==> config.mk <==
export PLATFORM = sky130hd
export DESIGN_NAME = alu_pipe
export DESIGN_NICKNAME = d
export VERILOG_FILES = /design/src/rtl/alu_pipe.sv
export SDC_FILE = /design/constraint.sdc
export NUM_CORES = 1
export LEC_CHECK = 0
export ABC_AREA = 1
export CORE_MARGIN = 1
export CORE_UTILIZATION = 34
export DETAILED_ROUTE_END_ITERATION = 16
export RECOVER_POWER = 25
export SYNTH_ARGS = -nofsm -noshare
export SYNTH_HDL_FRONTEND = slang
export SYNTH_SLANG_ARGS = --single-unit
==> constraint.sdc <==
create_clock -name clk -period 3.85 [get_ports clk]
set_input_delay 0.5775 -clock clk [delete_from_list [all_inputs] [get_ports clk]]
set_output_delay 0.5775 -clock clk [all_outputs]
set_load 0.05 [all_outputs]
==> src/rtl/alu_pipe.sv <==
// alu_pipe: two-stage pipelined WIDTH-bit ALU with valid/ready handshakes,
// registered result flags and a sticky carry for multi-word chained arithmetic.
module alu_pipe #(
    parameter int WIDTH = 16
) (
    input  logic             clk,
    input  logic             rst,
    input  logic             in_valid,
    output logic             in_ready,
    input  logic [WIDTH-1:0] in_a,
    input  logic [WIDTH-1:0] in_b,
    input  logic [3:0]       select,
    input  logic             mode,
    input  logic             carry_in,
    input  logic             chain,
    output logic             out_valid,
    input  logic             out_ready,
    output logic [WIDTH-1:0] alu_out,
    output logic             carry_out,
    output logic             compare,
    output logic             zero,
    output logic             negative,
    output logic             overflow
);
    localparam int MSB = WIDTH - 1;

    logic             s1_valid_q, s1_valid_d, s2_valid_q, s2_valid_d;
    logic [WIDTH-1:0] a_q, a_d, b_q, b_d, res_q, res_d;
    logic [3:0]       sel_q, sel_d;
    logic             mode_q, mode_d, cin_q, cin_d, chain_q, chain_d;
    logic             cout_q, cout_d, cmp_q, cmp_d, ovf_q, ovf_d;
    logic             sticky_q, sticky_d;
    logic             advance, accept, cin_eff;
    logic [WIDTH-1:0] x, y, logic_res;
    logic [WIDTH:0]   sum;

    assign advance  = s1_valid_q && (!s2_valid_q || out_ready);
    assign in_ready = rst && (!s1_valid_q || advance);
    assign accept   = in_valid && in_ready;

    always_comb begin
        s1_valid_d = accept ? 1'b1 : (advance ? 1'b0 : s1_valid_q);
        a_d        = accept ? in_a : a_q;
        b_d        = accept ? in_b : b_q;
        sel_d      = accept ? select : sel_q;
        mode_d     = accept ? mode : mode_q;
        cin_d      = accept ? carry_in : cin_q;
        chain_d    = accept ? chain : chain_q;
    end

    always_comb begin
        x = '0;
        y = '0;
        case (sel_q)
            4'd0:  begin x = a_q;          y = '0;          end
            4'd1:  begin x = a_q | b_q;    y = '0;          end
            4'd2:  begin x = a_q | ~b_q;   y = '0;          end
            4'd3:  begin x = '0;           y = '1;          end
            4'd4:  begin x = a_q;          y = a_q & ~b_q;  end
            4'd5:  begin x = a_q | b_q;    y = a_q & ~b_q;  end
            4'd6:  begin x = a_q;          y = ~b_q;        end
            4'd7:  begin x = a_q & ~b_q;   y = '1;          end
            4'd8:  begin x = a_q;          y = a_q & b_q;   end
            4'd9:  begin x = a_q;          y = b_q;         end
            4'd10: begin x = a_q | ~b_q;   y = a_q & b_q;   end
            4'd11: begin x = a_q & b_q;    y = '1;          end
            4'd12: begin x = a_q;          y = a_q;         end
            4'd13: begin x = a_q | b_q;    y = a_q;         end
            4'd14: begin x = a_q | ~b_q;   y = a_q;         end
            default: begin x = a_q;        y = '1;          end
        endcase
    end

    always_comb begin
        logic_res = '0;
        case (sel_q)
            4'd0:  logic_res = ~a_q;
            4'd1:  logic_res = ~(a_q | b_q);
            4'd2:  logic_res = ~a_q & b_q;
            4'd3:  logic_res = '0;
            4'd4:  logic_res = ~(a_q & b_q);
            4'd5:  logic_res = ~b_q;
            4'd6:  logic_res = a_q ^ b_q;
            4'd7:  logic_res = a_q & ~b_q;
            4'd8:  logic_res = ~a_q | b_q;
            4'd9:  logic_res = ~(a_q ^ b_q);
            4'd10: logic_res = b_q;
            4'd11: logic_res = a_q & b_q;
            4'd12: logic_res = '1;
            4'd13: logic_res = a_q | ~b_q;
            4'd14: logic_res = a_q | b_q;
            default: logic_res = a_q;
        endcase
    end

    // Sticky is read at the advance edge, so a chained op right behind its producer sees the fresh carry.
    always_comb begin
        cin_eff    = chain_q ? sticky_q : cin_q;
        sum        = {1'b0, x} + {1'b0, y} + (WIDTH+1)'(cin_eff);
        res_d      = advance ? (mode_q ? logic_res : sum[MSB:0]) : res_q;
        cout_d     = advance ? (!mode_q && sum[WIDTH]) : cout_q;
        ovf_d      = advance ? (!mode_q && (x[MSB] == y[MSB]) && (sum[MSB] != x[MSB])) : ovf_q;
        cmp_d      = advance ? (a_q == b_q) : cmp_q;
        sticky_d   = (advance && !mode_q) ? sum[WIDTH] : sticky_q;
        s2_valid_d = advance ? 1'b1 : (out_ready ? 1'b0 : s2_valid_q);
    end

    always_ff @(posedge clk or negedge rst) begin
        if (!rst) begin
            s1_valid_q <= 1'b0;
            s2_valid_q <= 1'b0;
            a_q        <= '0;
            b_q        <= '0;
            sel_q      <= '0;
            mode_q     <= 1'b0;
            cin_q      <= 1'b0;
            chain_q    <= 1'b0;
            res_q      <= '0;
            cout_q     <= 1'b0;
            cmp_q      <= 1'b0;
            ovf_q      <= 1'b0;
            sticky_q   <= 1'b0;
        end else begin
            s1_valid_q <= s1_valid_d;
            s2_valid_q <= s2_valid_d;
            a_q        <= a_d;
            b_q        <= b_d;
            sel_q      <= sel_d;
            mode_q     <= mode_d;
            cin_q      <= cin_d;
            chain_q    <= chain_d;
            res_q      <= res_d;
            cout_q     <= cout_d;
            cmp_q      <= cmp_d;
            ovf_q      <= ovf_d;
            sticky_q   <= sticky_d;
        end
    end

    assign out_valid = s2_valid_q;
    assign alu_out   = res_q;
    assign carry_out = cout_q;
    assign compare   = cmp_q;
    assign zero      = s2_valid_q && (res_q == '0);
    assign negative  = res_q[MSB];
    assign overflow  = ovf_q;
endmodule

Word level (Yosys, flattened, before mapping)
Cells that the tools add are included.
{"block": "totals", "ff_bits": 61, "in_bits": 43, "output_inout_bits": 23, "elab_cells": 76}
{"block": "op_classes", "addsub": 2, "eq_ne": 17, "muxes": 9, "bitwise_logic": 12, "reduce_logical": 23}
{"operator": "16-bit case mux with 15 select lines", "count": 1}
{"operator": "16-bit case mux with 6 select lines", "count": 1}
{"operator": "16-bit NOT", "count": 5}
{"operator": "16-bit case mux with 5 select lines", "count": 1}
{"operator": "16-bit bitwise AND", "count": 3}
{"operator": "16-bit OR", "count": 3}
{"operator": "4-bit equality test, second input constant", "count": 7}
{"operator": "16-bit by 16-bit adder with 17-bit output", "count": 1}
{"operator": "17-bit by 1-bit adder with 17-bit output", "count": 1}
{"operator": "16-bit equality test", "count": 1}
{"operator": "4-bit by 3-bit equality test with 1-bit output, second input constant", "count": 4}
{"operator": "16-bit logical NOT", "count": 1}
{"operator": "16-bit two-way mux", "count": 1}
{"operator": "16-bit bitwise XOR", "count": 1}
{"operator": "3-bit OR reduction", "count": 4}
{"operator": "4-bit by 2-bit equality test with 1-bit output, second input constant", "count": 2}
{"operator": "1-bit logical AND", "count": 8}
{"operator": "1-bit two-way mux", "count": 5}
{"operator": "4-bit by 1-bit equality test with 1-bit output, second input constant", "count": 1}
{"operator": "4-bit logical NOT", "count": 1}
{"operator": "2-bit nonzero test", "count": 2}
{"operator": "2-bit OR reduction", "count": 2}
{"operator": "1-bit logical NOT", "count": 3}
{"operator": "1-bit logical OR", "count": 2}
{"operator": "other kinds (2)", "count": 2}

Logic depth before layout (Yosys ltp)
Gate-level depths: netlist of run 1.
{"block": "logic_depth", "word_depth": 7, "depth_mapped": 23, "ltp_nobuf": 21}

Worst setup path before layout of run 1
Ideal clock, no wire load.
{"block": "synth_timing", "path_kind": "reg-to-reg", "from": "register sel_q[1]", "to": "register sticky_q", "arrival_time_ps": 2914, "t_required_ps": 3716, "slack_ps": 802, "stages_incl_launch_ff": 19, "cell_sequence": "dfrtp_1 -> buf_4 -> inv_1 -> nor2_1 -> nand2_1 -> clkbuf_1 -> o22ai_1 -> o31ai_1 -> fa_1 -> inv_1 -> fa_1 -> nand2_1 -> nand2_1 -> nand3_1 -> nand2_1 -> nand2_1 -> a21oi_1 -> o21ai_0 -> o21ai_0"}
{"block": "synth_via", "elab_chain_len": 5}
{"item": "start: declaration", "line": "29", "rtl": "logic [3:0] sel_q, sel_d;"}
{"item": "start signal: assignment", "line": "128", "rtl": "sel_q <= sel_d;"}
{"item": "4-bit equality test, or another cell as far along", "line": "54", "rtl": "case (sel_q)"}
{"item": "3-bit OR reduction (no line) / 2-bit OR reduction (equally long branches)"}
{"item": "16-bit case mux with 6 select lines / 16-bit case mux with 5 select lines (equally long branches)", "line": "54"}
{"item": "16-bit by 16-bit adder with 17-bit output (*)", "line": "99", "rtl": "sum = {1'b0, x} + {1'b0, y} + (WIDTH+1)'(cin_eff);"}
{"item": "17-bit by 1-bit adder with 17-bit output (*)", "line": "99"}
{"item": "end signal: assignment", "line": "136", "rtl": "sticky_q <= sticky_d;"}
{"item": "end: declaration", "line": "32", "rtl": "logic sticky_q, sticky_d;"}
Every way passes the cells marked *; elsewhere a longest branch is shown, timed or not.
A chain may end at the register's enable or synchronous reset.

Final worst setup path of run 1
{"block": "layout_timing", "from": "register sel_q[2]", "to": "register sticky_q"}
Same word-level chain as after synthesis.

==> flow_summary.yaml, run 1 <==
hold_path:
  worstHoldPathType: "reg -> reg"
  hold_start: "overflow$_DFFE_PN0P_"
  min_to: "overflow$_DFFE_PN0P_"
  hold_depth: 2
setup_path:
  r2r_end: "sticky_q$_DFFE_PN0P_"
  crit_path_end_kind: "flip-flop"
  arrival_ns: 3.62
  critPathRequiredTime_ns: 4.07
  critPathMaxFanout: 15
  critPathLaunchType: "flip-flop"
  reg2reg_depth: 17
  critical_path_class: "reg -> reg"
  r2r-start: "sel_q[2]$_DFFE_PN0P_"
  r2r_slack_ns: 0.45
power:
  power_frac_comb_pct: 62.1
  swShare_pct: 52.0
  p_switching_mw: 2.57
  power.leakage_nw: 4.38
  peakVddDrop_v: 0.000268
  seqPwrFrac_pct: 19.5
  p_int_mw: 2.38
  p_clk_share_pct: 18.4
  powerDensity_mw_per_mm2: 580
sta:
  finalCriticalPeriod_ns: 3.40
  max_freq_ghz: 0.294
  fin_skew_ns: 0.00663
  rsz0062_at_grt: "false"
  maxSlewViolCount: 26
  finalSetupTns_ns: 0
  setup_violations: 0
  slew_headroom_pct: -6.08
  min_period_over_period_pct: 88.3
  hold_viol: 0
  whs_ns: 0.479
  tightest_slew_ns: 1.59
clock_tree:
  h-tree-depth: 3
  max-clock-path-buffers: 2
  cts-resized-gates: 0
  postCtsSetupRepairBufs: 0
  path_clk_slew_ns: 0.06
  cts.sinks: 61
  cts-root-buf: "clkbuf_16"
  clk_latency_ns: 0.35
  cts_hold_buf: 0
  cts_tree: "yes"
  numCtsBuffers: 9
logic_synthesis:
  ys_seq_area_share_pct: 21.2
  synth.area.mux_share_pct: 0.312
  synth-edff-count: 0
  synth_cell_types: 40
  syn-cell-area_sq_mm: 0.00722
  synthSimpleGateAreaFrac_pct: 37.6
  synth_top_family_by_area: "simple AND/OR/NAND/NOR gates"
  yosys_warnings: 0
  syn_inst: 1207
  synth_fa_ha_area_share_pct: 14.3
  synthXorXnorAreaFrac_pct: 0.243
  async_reset_ff_share_pct: 100
  ys_ff_latch: 61
  synth-compound-area-share_pct: 14.6
  synth_ff_type: "dfrtp_1"
  synth_fp_nets: 1331
  avgSynthCellArea_sq_um: 5.98
final_layout:
  areaGrowthSynthToFinish_pct: 18.1
  multi_input_area_sq_mm: 0.00484
  fin_nets: 1391
  layout-drive-gt1-share_pct: 5.03
  n_fill_cell: 2231
  register_area_sq_mm: 0.00153
  antennaDiodeCount: 0
global_route:
  grt_usage_pct: 26.7
  grt-ovfl-total: 0
  first_global_vias: 7740
  grt_max_degree: 38
  antenna_found_initial: 0
  grt_pass1_wl_um: 43900
placed_design:
  io_buffers: 65
  place_congestion: 0.976
  hpwl_um: 20800
route:
  antenna_left: 0
  vias: 8190
  firstDrtPassIters: 5
  wirelength_um: 28400
  drt-initial-drc-count: 686
  drc: 0
  wire_per_inst_um: 18.4
  avgViaCountPerCell: 5.31
status:
  status: "finished, violations left"
  violations: "max-capacitance violations, max-slew violations"
die:
  die_area_sq_mm: 0.0218
  die_height_um: 148
  rows: 52
  die_w_um: 148
  io_pins: 66
  core_sq_mm: 0.0205
  start_util_pct: 35.2
flow_run:
  maxCapViolations: 1
## area by class of cell
class	count	share of cell area, %
Clock inverter	6	1.03
Timing Repair Buffer	91	9.78
Clock buffer	10	2.69
Multi-Input combinational cell	926	56.8
Sequential cell	61	17.9
Inverter	178	7.84
Tap cell	270	3.96
## worst max path at each step
stage	start	endpoint	slack, ns
6_report	sel_q[2]$_DFFE_PN0P_	sticky_q$_DFFE_PN0P_	0.45
3_3_place_gp	sel_q[2]$_DFFE_PN0P_	sticky_q$_DFFE_PN0P_	0.58
2_1_floorplan	sel_q[1]$_DFFE_PN0P_	sticky_q$_DFFE_PN0P_	0.80
5_1_grt	sel_q[2]$_DFFE_PN0P_	sticky_q$_DFFE_PN0P_	0.23
3_5_place_dp	sel_q[2]$_DFFE_PN0P_	sticky_q$_DFFE_PN0P_	0.49
4_1_cts	sel_q[2]$_DFFE_PN0P_	sticky_q$_DFFE_PN0P_	0.49
## placed cells by master, fill, tap and decap left out, drive strengths merged
cell type        n
nor3b            2
a32oi            3
inv            178
o21bai           2
o2111ai         14
a22o             1
o21ai           47
and2             2
buf             24
nand4           22
nand3b           9
nand2          405
clkbuf          13
o31ai            1
bufinv           2
clkinv           4
o221ai           1
o22ai           19
a31oi            1
nand3           62
or2              2
o211ai           1
o21a             1
ha              79
nor3            15
mux2             2
nor2           129
nor4             7
a21oi           94
dfrtp           61
xor2             2
fa               2
clkdlybuf4s50   64
a211oi           1
## critical path: stages, from the launching register on
cell,delay (ns)
dfrtp_1,0.43
inv_1,0.15
nand2_2,0.14
nand2_1,0.13
buf_4,0.25
o22ai_1,0.10
o31ai_1,0.42
fa_1,0.25
inv_1,0.08
fa_1,0.44
nand2_1,0.12
nand2_1,0.07
nand3_1,0.07
nand2_1,0.11
nand2_1,0.12
a21oi_1,0.07
o21ai_0,0.21
o21ai_0,0.11
## power groups by stage
| stage | combinational, mW | sequential [mW] | clock, mW |
|---|---|---|---|
| after floorplan | 1.78 | 1.25 | 0 |
| after global placement | 3.01 | 0.972 | 0 |
| after detailed placement | 3.02 | 0.972 | 0 |
| after CTS | 3.03 | 0.964 | 0.920 |
| after global routing | 3.38 | 0.994 | 0.933 |
| final | 3.07 | 0.965 | 0.908 |
## stage by stage
step	std cells	power (mW)	util (%)	instance area (sq um)	setup slack, ns
floorplan	1207	3.03	-	7220	0.802
global placement	1526	3.98	40.1	8210	0.584
detailed placement	1526	3.99	40.1	8210	0.494
CTS	1542	4.91	41.6	8530	0.488
global route	1542	5.31	41.6	8520	0.233
finish	1542	4.95	41.6	8520	0.450
## synth_stat cells, drive strengths merged (14+ instances only)
| cell type | number | area [sq um] |
|---|---|---|
| o22ai | 19 | 119 |
| inv | 178 | 668 |
| nor2 | 129 | 509 |
| nand4 | 22 | 138 |
| clkbuf | 17 | 63.8 |
| dfrtp | 61 | 1530 |
| o21ai | 47 | 239 |
| ha | 79 | 988 |
| a21oi | 94 | 470 |
| nand2 | 405 | 1530 |
| o2111ai | 14 | 123 |
| buf | 25 | 125 |
| nand3 | 62 | 310 |
| nor3 | 15 | 75.1 |
## registers in the layout, indices dropped and copies added, names as in the netlist, 4 cells and up
name,flops
a_q,16
alu_out,16
b_q,16
sel_q,4
## cell families after synthesis
family | after synthesis
mux | 2
simple gates | 655
buf+inv | 220
compound gates | 186
fa+ha+maj | 81
flops | 61
xor+xnor | 2
## metal layers
metal,wire length (um),global-route usage [%]
met5,0,0
met4,1280,14.7
met3,1960,3.36
met2,12700,42.0
met1,12400,35.4
Note: power is estimated with default switching activity, not from simulation.
==> inputs of run 2 (changes only) <==
--- a/config.mk
+++ b/config.mk
@@ -8,8 +8,11 @@
 export ABC_AREA = 1
 export CORE_MARGIN = 1
 export CORE_UTILIZATION = 34
+export CTS_CLUSTER_SIZE = 10
 export DETAILED_ROUTE_END_ITERATION = 16
+export GPL_TIMING_DRIVEN = 0
 export RECOVER_POWER = 25
+export SLEW_MARGIN = 30
 export SYNTH_ARGS = -nofsm -noshare
 export SYNTH_HDL_FRONTEND = slang
 export SYNTH_SLANG_ARGS = --single-unit
==> run 2 against run 1 <==
Net effect:
- the flow now finishes without violations
- via count up 2.9%
- non-clock buffer count increased by 20
- fmax shrank 8.4%
- sequential power shrank 0.6%
- register-to-register slack lost 0.31 ns
- die area did not move
- count of clock-buffer cells in the layout down 1
- cell area increased by 1.8%
- combinational power is 3% higher
- critical endpoint unchanged
==> flow_summary.yaml, run 2 (synthesis results as in run 1) <==
setup_path:
  slowest_stage: "clkbuf_1"
  cp_top_family: "buffers and inverters"
  cp_common_cell: "nand2_1"
  critPathRequiredTime_ns: 4.08
  critPathMaxFanout: 10
  crit_path_end_kind: "flip-flop"
  arrival_ns: 3.94
  critPathBufInv: 4
  path_cells: "nand2_1 -> inv_2 -> buf_2 -> clkbuf_1 -> nand2_1 -> o2111ai_1 -> ha_1 -> nand2_1 -> inv_1 -> nand2_1 -> nand2_1 -> a21oi_1 -> a21oi_2 -> o21ai_2 -> o21ai_0"
  max_stage_delay_ns: 0.66
  critical_path_class: "reg -> reg"
  critPathLaunchType: "flip-flop"
sta:
  finalCriticalPeriod_ns: 3.71
  min_period_over_period_pct: 96.4
  hold_viol: 0
  maxSlewViolCount: 0
  setup_violations: 0
  finalSetupTns_ns: 0
  tightest_slew_ns: 0.829
  fin_skew_ns: 0.0113
  slew_headroom_pct: 44.7
  layout_setup_ws_ns: 0.140
  max_freq_ghz: 0.270
global_route:
  antenna_found_initial: 0
  first_global_vias: 8045
  grt-ovfl-total: 0
  grt_pass1_wl_um: 46600
  grt_max_degree: 40
  grt_usage_pct: 29.0
clock_tree:
  clk_latency_ns: 0.36
  max-clock-path-buffers: 2
  h-tree-depth: 3
  path_clk_slew_ns: 0.07
  cts.sinks: 61
  cts_tree: "yes"
  cts_hold_buf: 0
  cts-root-buf: "clkbuf_16"
  numCtsBuffers: 9
hold_path:
  worstHoldPathType: "in -> async"
route:
  antenna_left: 0
  wirelength_um: 30900
  vias: 8430
  drc: 0
  drt-initial-drc-count: 699
  avgViaCountPerCell: 5.40
  firstDrtPassIters: 6
  wire_per_inst_um: 19.8
power:
  swShare_pct: 52.6
  peakVddDrop_v: 0.000242
  p_switching_mw: 2.67
  power_frac_comb_pct: 62.1
  seqPwrFrac_pct: 18.9
  powerDensity_mw_per_mm2: 584
  p_total_mw: 5.07
  p_int_mw: 2.40
  power.leakage_nw: 4.45
  p_clk_share_pct: 18.9
final_layout:
  antennaDiodeCount: 0
  final_cell_mix: "nand2_1, inv_1, nor2_1, a21oi_1, ha_1"
  layout-drive-gt1-share_pct: 6.19
  final_common_cell: "nand2_1"
  postLayoutCoreUtil_pct: 42.3
  areaGrowthSynthToFinish_pct: 20.2
  n_fill_cell: 2256
  fin_nets: 1411
die:
  start_util_pct: 35.2
  rows: 52
  core_sq_mm: 0.0205
  io_pins: 66
  die_area_sq_mm: 0.0218
  die_w_um: 148
  die_height_um: 148
placed_design:
  hpwl_um: 22900
  pre_cts_slack_ns: -0.584
  io_buffers: 65
  place_congestion: 0.972
status:
  status: "complete, no violations"
flow_run:
  maxCapViolations: 0
## run 2: stage by stage
stage | cell area, sq um | hold slack (ns) | cells
after floorplan | 7220 | 0.282 | 1207
after global placement | 8210 | 0.466 | 1542
after detailed placement | 8220 | 0.473 | 1543
after CTS | 8600 | 0.145 | 1562
after global routing | 8680 | 0.163 | 1562
final | 8680 | 0.132 | 1562
## run 2: worst paths after layout
kind	start	endpoint	slack [ns]	cells after the start
setup / recovery	sel_q[3]$_DFFE_PN0P_	sticky_q$_DFFE_PN0P_	0.14	15
hold / removal	rst	mode_q$_DFFE_PN0P_	0.13	1
setup reg to reg	sel_q[3]$_DFFE_PN0P_	sticky_q$_DFFE_PN0P_	0.14	15
hold reg to reg	carry_out$_DFFE_PN0P_	carry_out$_DFFE_PN0P_	0.48	2
max in group asynchronous	rst	a_q[4]$_DFFE_PN0P_	3.19	2
min in group clk	carry_out$_DFFE_PN0P_	carry_out$_DFFE_PN0P_	0.48	2
## run 2: metal layers
layer / global-route usage, % / vias up / share of wire, %
li1: - / 4026 / -
met1: 37.7 / 3936 / 42
met2: 45.3 / 378 / 45
met3: 4.35 / 90 / 7.9
met4: 18.0 / 0 / 5.4
met5: 0 / - / 0
## run 2: power groups by stage
stage | Sequential [mW] | Clock, mW | Combinational [mW]
floorplan | 1.25 | 0 | 1.78
global placement | 0.967 | 0 | 3.02
detailed placement | 0.965 | 0 | 3.04
CTS | 0.956 | 0.968 | 3.08
global route | 0.986 | 0.987 | 3.46
finish | 0.959 | 0.961 | 3.15
## run 2: layout make-up
class / count / area (sq um) / share of cell area, %
Tap cell: 270 / 338 / 3.89
Timing Repair Buffer: 69 / 691 / 7.96
Clock buffer: 9 / 225 / 2.60
Buffer: 42 / 216 / 2.49
Clock inverter: 7 / 104 / 1.20
Multi-Input combinational cell: 926 / 4910 / 56.6
Sequential cell: 61 / 1530 / 17.6
Inverter: 178 / 668 / 7.70
## run 2: repair_timing
action | in CTS | in global routing
setup endpoints to repair | 8 | 7
pin swaps | 1 | 0
gates resized for setup | 13 | 23
buffers inserted | 3 | 0
